$ cat config.mk
export PLATFORM = sky130hd
export DESIGN_NAME = hdb3_decode
export DESIGN_NICKNAME = d
export VERILOG_FILES = /design/src/rtl/hdb3_pkg.sv /design/src/rtl/hdb3_dec_dline.sv /design/src/rtl/hdb3_decode.sv
export SDC_FILE = /design/constraint.sdc
export NUM_CORES = 1
export LEC_CHECK = 0
export CAP_MARGIN = 0
export CELL_PAD_IN_SITES_DETAIL_PLACEMENT = 1
export CELL_PAD_IN_SITES_GLOBAL_PLACEMENT = 1
export CORE_ASPECT_RATIO = 0.9
export CORE_UTILIZATION = 30
export DETAILED_ROUTE_END_ITERATION = 10
export HOLD_SLACK_MARGIN = 0.12
export PLACE_DENSITY_LB_ADDON = 0.05
export SKIP_LAST_GASP = 1
export SYNTH_ARGS = -nofsm -noshare
export SYNTH_HDL_FRONTEND = slang
export SYNTH_SLANG_ARGS = --single-unit
$ cat constraint.sdc
create_clock -name clk -period 1.59 [get_ports clk]
set_clock_uncertainty 0.2 [all_clocks]
set_input_delay 0.318 -clock clk [delete_from_list [all_inputs] [get_ports clk]]
set_output_delay 0.318 -clock clk [all_outputs]
set_load 0.02 [all_outputs]
$ cat src/rtl/hdb3_pkg.sv
// Shared HDB3 decoder definitions: symbol classes, pulse polarity and delay depth.
package hdb3_pkg;

    localparam logic [1:0] HDB3_0 = 2'b00;
    localparam logic [1:0] HDB3_1 = 2'b01;
    localparam logic [1:0] HDB3_V = 2'b11;
    localparam logic [1:0] HDB3_B = 2'b10;

    localparam int HDB3_DEPTH = 4;

    typedef enum logic [1:0] {
        NONE = 2'd0,
        POS  = 2'd1,
        NEG  = 2'd2
    } pol_t;

endpackage

$ cat src/rtl/hdb3_dec_dline.sv
// Four-deep decode delay line; a V clears the three youngest entries as it shifts in.
module hdb3_dec_dline
    import hdb3_pkg::*;
(
    input  logic clk,
    input  logic rst,
    input  logic en,
    input  logic clr3,
    input  logic din,
    output logic tap
);

    logic [HDB3_DEPTH-1:0] line;
    logic [HDB3_DEPTH-2:0] keep;

    // Entries that survive the shift; zeroed when the incoming symbol is a V.
    assign keep = clr3 ? '0 : line[HDB3_DEPTH-2:0];
    assign tap  = line[HDB3_DEPTH-1];

    always_ff @(posedge clk) begin
        if (rst) begin
            line <= '0;
        end else if (en) begin
            line <= {keep, din};
        end
    end

endmodule

$ cat src/rtl/hdb3_decode.sv
// HDB3 line decoder with optional error detection, enabled by defining HDB3_DEC_ERR_EN.
module hdb3_decode
    import hdb3_pkg::*;
#(
    parameter int CNT_W = 16
) (
    input  logic             clk,
    input  logic             rst,
    input  logic             sym_en,
    input  logic             in_p,
    input  logic             in_n,
    output logic             dout,
    output logic             dout_vld,
    output logic             err_rail,
    output logic             err_zeros,
    output logic             err_vpol,
    output logic [CNT_W-1:0] err_cnt
);

    logic       is_pulse;
    logic       is_v;
    logic       bit_in;
    logic       line_out;
    logic [1:0] sym_cls;
    logic [2:0] fill;
    pol_t       cur_pol;
    pol_t       last_pol;

    assign is_pulse = in_p ^ in_n;
    assign cur_pol  = in_p ? POS : NEG;
    assign is_v     = is_pulse && (cur_pol == last_pol);
    assign sym_cls  = !is_pulse ? HDB3_0 : (is_v ? HDB3_V : HDB3_1);
    assign bit_in   = (sym_cls == HDB3_1);

    hdb3_dec_dline u_dline (
        .clk  (clk),
        .rst  (rst),
        .en   (sym_en),
        .clr3 (is_v),
        .din  (bit_in),
        .tap  (line_out)
    );

    always_ff @(posedge clk) begin
        if (rst) begin
            dout     <= 1'b0;
            dout_vld <= 1'b0;
            fill     <= '0;
            last_pol <= NONE;
        end else begin
            dout_vld <= 1'b0;
            if (sym_en) begin
                dout <= line_out;
                // Output is valid only once the line holds real symbols end to end.
                if (fill == 3'(HDB3_DEPTH)) begin
                    dout_vld <= 1'b1;
                end else begin
                    fill <= fill + 3'd1;
                end
                if (is_pulse) begin
                    last_pol <= cur_pol;
                end
            end
        end
    end

`ifdef HDB3_DEC_ERR_EN
    pol_t         last_v_pol;
    logic [2:0]   zero_run;
    logic         f_rail;
    logic         f_zeros;
    logic         f_vpol;
    logic [CNT_W:0] cnt_sum;

    assign f_rail  = in_p & in_n;
    assign f_zeros = !is_pulse && (zero_run == 3'd3);
    assign f_vpol  = is_v && (last_v_pol == cur_pol);
    assign cnt_sum = {1'b0, err_cnt} + (CNT_W+1)'(f_rail) + (CNT_W+1)'(f_zeros)
                   + (CNT_W+1)'(f_vpol);

    always_ff @(posedge clk) begin
        if (rst) begin
            err_rail   <= 1'b0;
            err_zeros  <= 1'b0;
            err_vpol   <= 1'b0;
            err_cnt    <= '0;
            last_v_pol <= NONE;
            zero_run   <= '0;
        end else begin
            err_rail  <= 1'b0;
            err_zeros <= 1'b0;
            err_vpol  <= 1'b0;
            if (sym_en) begin
                err_rail  <= f_rail;
                err_zeros <= f_zeros;
                err_vpol  <= f_vpol;
                err_cnt   <= cnt_sum[CNT_W] ? '1 : cnt_sum[CNT_W-1:0];
                if (is_pulse) begin
                    zero_run <= '0;
                end else if (zero_run != 3'd4) begin
                    zero_run <= zero_run + 3'd1;
                end
                if (is_v) begin
                    last_v_pol <= cur_pol;
                end
            end
        end
    end
`else
    assign err_rail  = 1'b0;
    assign err_zeros = 1'b0;
    assign err_vpol  = 1'b0;
    assign err_cnt   = '0;
`endif

endmodule

==> key figures <==
Worst setup path
  – Startpoint of the worst register-to-register path: fill[1]
  – Max FO, Critical Path: 5
  – Buffers and inverters on the worst path: 2
  – Cell Chain, Critical Path: clkdlybuf4s50_1 > buf_4 > a211o_2 > a311oi_1
  – Launch point of the critical path: in_n
  – Signal arrival time at the worst endpoint: 1.49 ns
  – End point of the critical path: u_dline.line[0]
  – CP Data Required Time: 1.56 ns
  – Kind of cell with the highest combined delay on the critical path: buffers and inverters
  – Number of cells on the worst reg-to-reg path: 6
  – Slowest cell on the critical path: sky130_fd_sc_hd__clkdlybuf4s50_1
  – Total stage count of the critical path: 4
  – Capture instance of the worst register-to-register path: fill[1]
  – Register-to-Register Setup Slack: 0.14 ns
  – Biggest cell delay along the critical path: 0.44 ns
  – Worst Setup End Kind: flip-flop
  – Path type of the worst setup path: input pin to flip-flop
  – Startpoint kind of the worst setup timing path: input pin

Power and ir drop
  – Switching share of power: 28.6%
  – Internal Pwr Total: 436 uW
  – Maximum ir drop on the vdd rail: 0.268 mV
  – Power share of the combinational group: 21.0%
  – P per Cell Area: 829 nW/um^2
  – Portion of total power attributed to the clock network: 30.0%
  – Part of the total power dissipated in sequential elements: 48.9%
  – Leakage Power: 0.000359 uW
  – Switching power total: 174 uW

Synth
  – Synthesis warning total: 0
  – Synth Register Bits: 11
  – Portion of the post-synthesis area used by sequential elements: 33.8%
  – Per-instance average area after synthesis: 9.43 sq um
  – Post-synthesis cell type count: 25
  – Top post-synthesis cells by area: sky130_fd_sc_hd__dfxtp_1, sky130_fd_sc_hd__buf_4, sky130_fd_sc_hd__a22o_2, sky130_fd_sc_hd__ha_1, sky130_fd_sc_hd__nor4b_4
  – Portion of synthesized cell area occupied by the leading cell type: 33.8%
  – Largest area contributor in the synthesized netlist: sky130_fd_sc_hd__dfxtp_1
  – Instance count of the mapped netlist: 69
  – Total standard cell area after synthesis: 651 sq um

Global route
  – Busiest metal layer after global routing: met2
  – Met2 usage: 17.6%
  – Total global-route track usage: 10.0%
  – GR Util met1: 11.2%
  – Pin count of the biggest net entering global routing: 12
  – Met3 demand-to-capacity share in global routing: 2.97%
  – Via count of the first global-routing pass: 394
  – First-pass GRT wire length: 1700 um
  – Global-route congestion overflow total: 0
  – Number of antenna violations at the first check in global routing: 0

Final layout
  – Area overhead of the layout relative to synthesis: 13.1%
  – Number of filler instances in the final layout: 247
  – End-of-flow core utilization: 37.3%
  – Commonest non-fill, non-tap cells in the layout: sky130_fd_sc_hd__conb_1, sky130_fd_sc_hd__dfxtp_1, sky130_fd_sc_hd__buf_4
  – Fin nets: 91
  – Cell area after layout: 736 sq um
  – Fraction of final layout cells sized beyond drive strength 1: 20.5%
  – Count of antenna diodes in the layout: 0
  – Most common library cell in the layout ignoring fill and taps: sky130_fd_sc_hd__conb_1

STA
  – Final-layout setup total negative slack: 0 ns
  – Min Clock Period, post-route: 1.52 ns
  – Unrepaired setup endpoints after global routing: no
  – Finish-stage setup viols: 0
  – Pins Over Slew Limit: 0
  – Period utilisation layout: 95.6%
  – Top achievable clock speed: 0.658 GHz
  – Total count of hold-check failures in the final report: 0

CTS
  – Hold buffer count at CTS: 0
  – CTS Buffer Depth: 2
  – Clock slew at the register clock pins of the worst setup and hold paths: 0.07 ns
  – Number of buffers added by the clock tree synthesis step: 3
  – CTS H-Tree Depth: 1
  – Cell at the root of the clock tree: sky130_fd_sc_hd__clkbuf_4
  – Post-CTS setup repair buffer count: 0
  – Total clock sinks: 11
  – Clock latency of the later-clocked register in the worst-skew pair: 0.26 ns
  – CTS tree: built

Die
  – Number of core rows: 15
  – DIE WIDTH: 51.1 um
  – Initial core utilization: 33.0%
  – Boundary Pins: 26
  – Die outline area: 2360 sq um
  – Std-Cell Core Area: 1970 sq um
  – Overall die height: 46.2 um

Detailed routing
  – WL per Instance: 9.89 um
  – Violation count after the first detailed-routing iteration: 5
  – Total DRC errors in the routed layout: 0
  – Final antenna-violating net count: 0
  – Final Routed Wirelength: 1070 um
  – Router iterations before antenna repair: 4
  – Vias: 454
  – Number of vias per cell after detailed routing: 4.20

Job
  – Max-cap viol count: 0

Run status
  – Result of the run: complete, no violations

Placement
  – Final RePlAce weighted congestion: 0.674
  – Half-perimeter wire length of the detailed placement result: 843 um
  – Total cell area at the placement stage: 709 sq um
  – Number of port buffers: 6

Worst hold path
  – Hold Path Class: flip-flop to flip-flop
-- power by group through the flow --
stage          Combinational (uW)  Sequential, uW  Clock [uW]
2_1_floorplan                 126             303           0
3_3_place_gp                  127             305           0
3_5_place_dp                  129             305           0
4_1_cts                       129             298         195
5_1_grt                       141             300         207
6_report                      128             298         183
-- through the flow --
step | power, uW | std cells | setup WS (ns) | hold WS, ns
after global placement | 432 | 104 | -0.224 | 0.270
after global routing | 648 | 108 | 0.0277 | 0.309
after floorplan | 429 | 87 | 0.126 | 0.248
after CTS | 623 | 108 | 0.0506 | 0.289
after detailed placement | 433 | 104 | -0.220 | 0.270
final | 610 | 108 | 0.0694 | 0.284
-- cell usage after synthesis --
cell and instances:
sky130_fd_sc_hd__xnor2_1 1, sky130_fd_sc_hd__a311oi_1 1, sky130_fd_sc_hd__and2b_2 1, sky130_fd_sc_hd__mux2i_1 2, sky130_fd_sc_hd__and4bb_2 1, sky130_fd_sc_hd__nor4b_4 1, sky130_fd_sc_hd__nor2b_1 1, sky130_fd_sc_hd__and4b_1 2
sky130_fd_sc_hd__buf_2 2, sky130_fd_sc_hd__inv_1 4, sky130_fd_sc_hd__buf_4 19, sky130_fd_sc_hd__a21oi_1 3, sky130_fd_sc_hd__a21boi_0 1, sky130_fd_sc_hd__a211o_2 1, sky130_fd_sc_hd__conb_1 1, sky130_fd_sc_hd__o22ai_1 1
sky130_fd_sc_hd__nor2_1 5, sky130_fd_sc_hd__a22o_2 3, sky130_fd_sc_hd__nor3_1 1, sky130_fd_sc_hd__ha_1 2, sky130_fd_sc_hd__and4bb_1 1, sky130_fd_sc_hd__dfxtp_1 11, sky130_fd_sc_hd__o211ai_1 1, sky130_fd_sc_hd__nand2_1 2
sky130_fd_sc_hd__o21ai_0 1
-- flip-flops by register name, indices dropped and copies added, names as in the netlist --
name          cells
u_dline.line      4
fill              3
last_pol          2
dout              1
dout_vld          1
-- per-layer routing --
layer  wire (um)  share of wire, %  vias to the layer above
met4           0                 0                        0
met3          64               6.0                        0
li1            -                 -                      225
met1         473                44                      214
met2         530                50                       15
met5           0                 0                        -
-- what timing repair did --
item	CTS	global route
setup endpoints to repair	2	3
endpoints found under the hold margin	0	0
resized for setup	2	1
pin swaps	0	2
-- cells by family (layout without fill, tap and decap cells) --
kind of cell / Yosys count / after routing / share of synthesized area, %
AO/OA/AOI/OAI: 12 / 12 / 13.8
buffers and inverters: 25 / 21 / 25.8
flip-flops: 11 / 11 / 33.8
XOR/XNOR: 1 / 1 / 1.35
adder cells (fa/ha/maj): 2 / 2 / 3.85
multiplexers: 2 / 2 / 3.08
AND/OR/NAND/NOR: 15 / 15 / 17.7
other: 1 / 19 / 0.576
-- area by class of cell --
class | instances | area [sq um] | area share (%)
clock buffers | 4 | 26.3 | 3.57
inverters | 4 | 15.0 | 2.04
multi-input cells | 51 | 330 | 44.9
flip-flops and latches | 11 | 220 | 29.9
well taps | 25 | 31.3 | 4.25
repair buffers | 13 | 113 | 15.3
-- worst register-to-register path, delay by kind of cell, from the launching register on --
family,cells,cell delay [ns]
compound gates,1,0.18
flops,1,0.35
simple gates,1,0.05
buf+inv,2,0.21
mux,1,0.17
fa+ha+maj,1,0.20
-- worst min path at each step --
| stage | from | endpoint | slack, ns | depth (start not counted) |
|---|---|---|---|---|
| 6_report | u_dline.line[0] | u_dline.line[1] | 0.28 | 1 |
| 5_1_grt | u_dline.line[0] | u_dline.line[1] | 0.31 | 1 |
| 4_1_cts | u_dline.line[1] | u_dline.line[1] | 0.29 | 1 |
| 3_5_place_dp | u_dline.line[1] | u_dline.line[1] | 0.27 | 1 |
| 3_3_place_gp | u_dline.line[1] | u_dline.line[1] | 0.27 | 1 |
| 2_1_floorplan | u_dline.line[3] | u_dline.line[3] | 0.25 | 1 |
(Power assumes the default switching activity.)
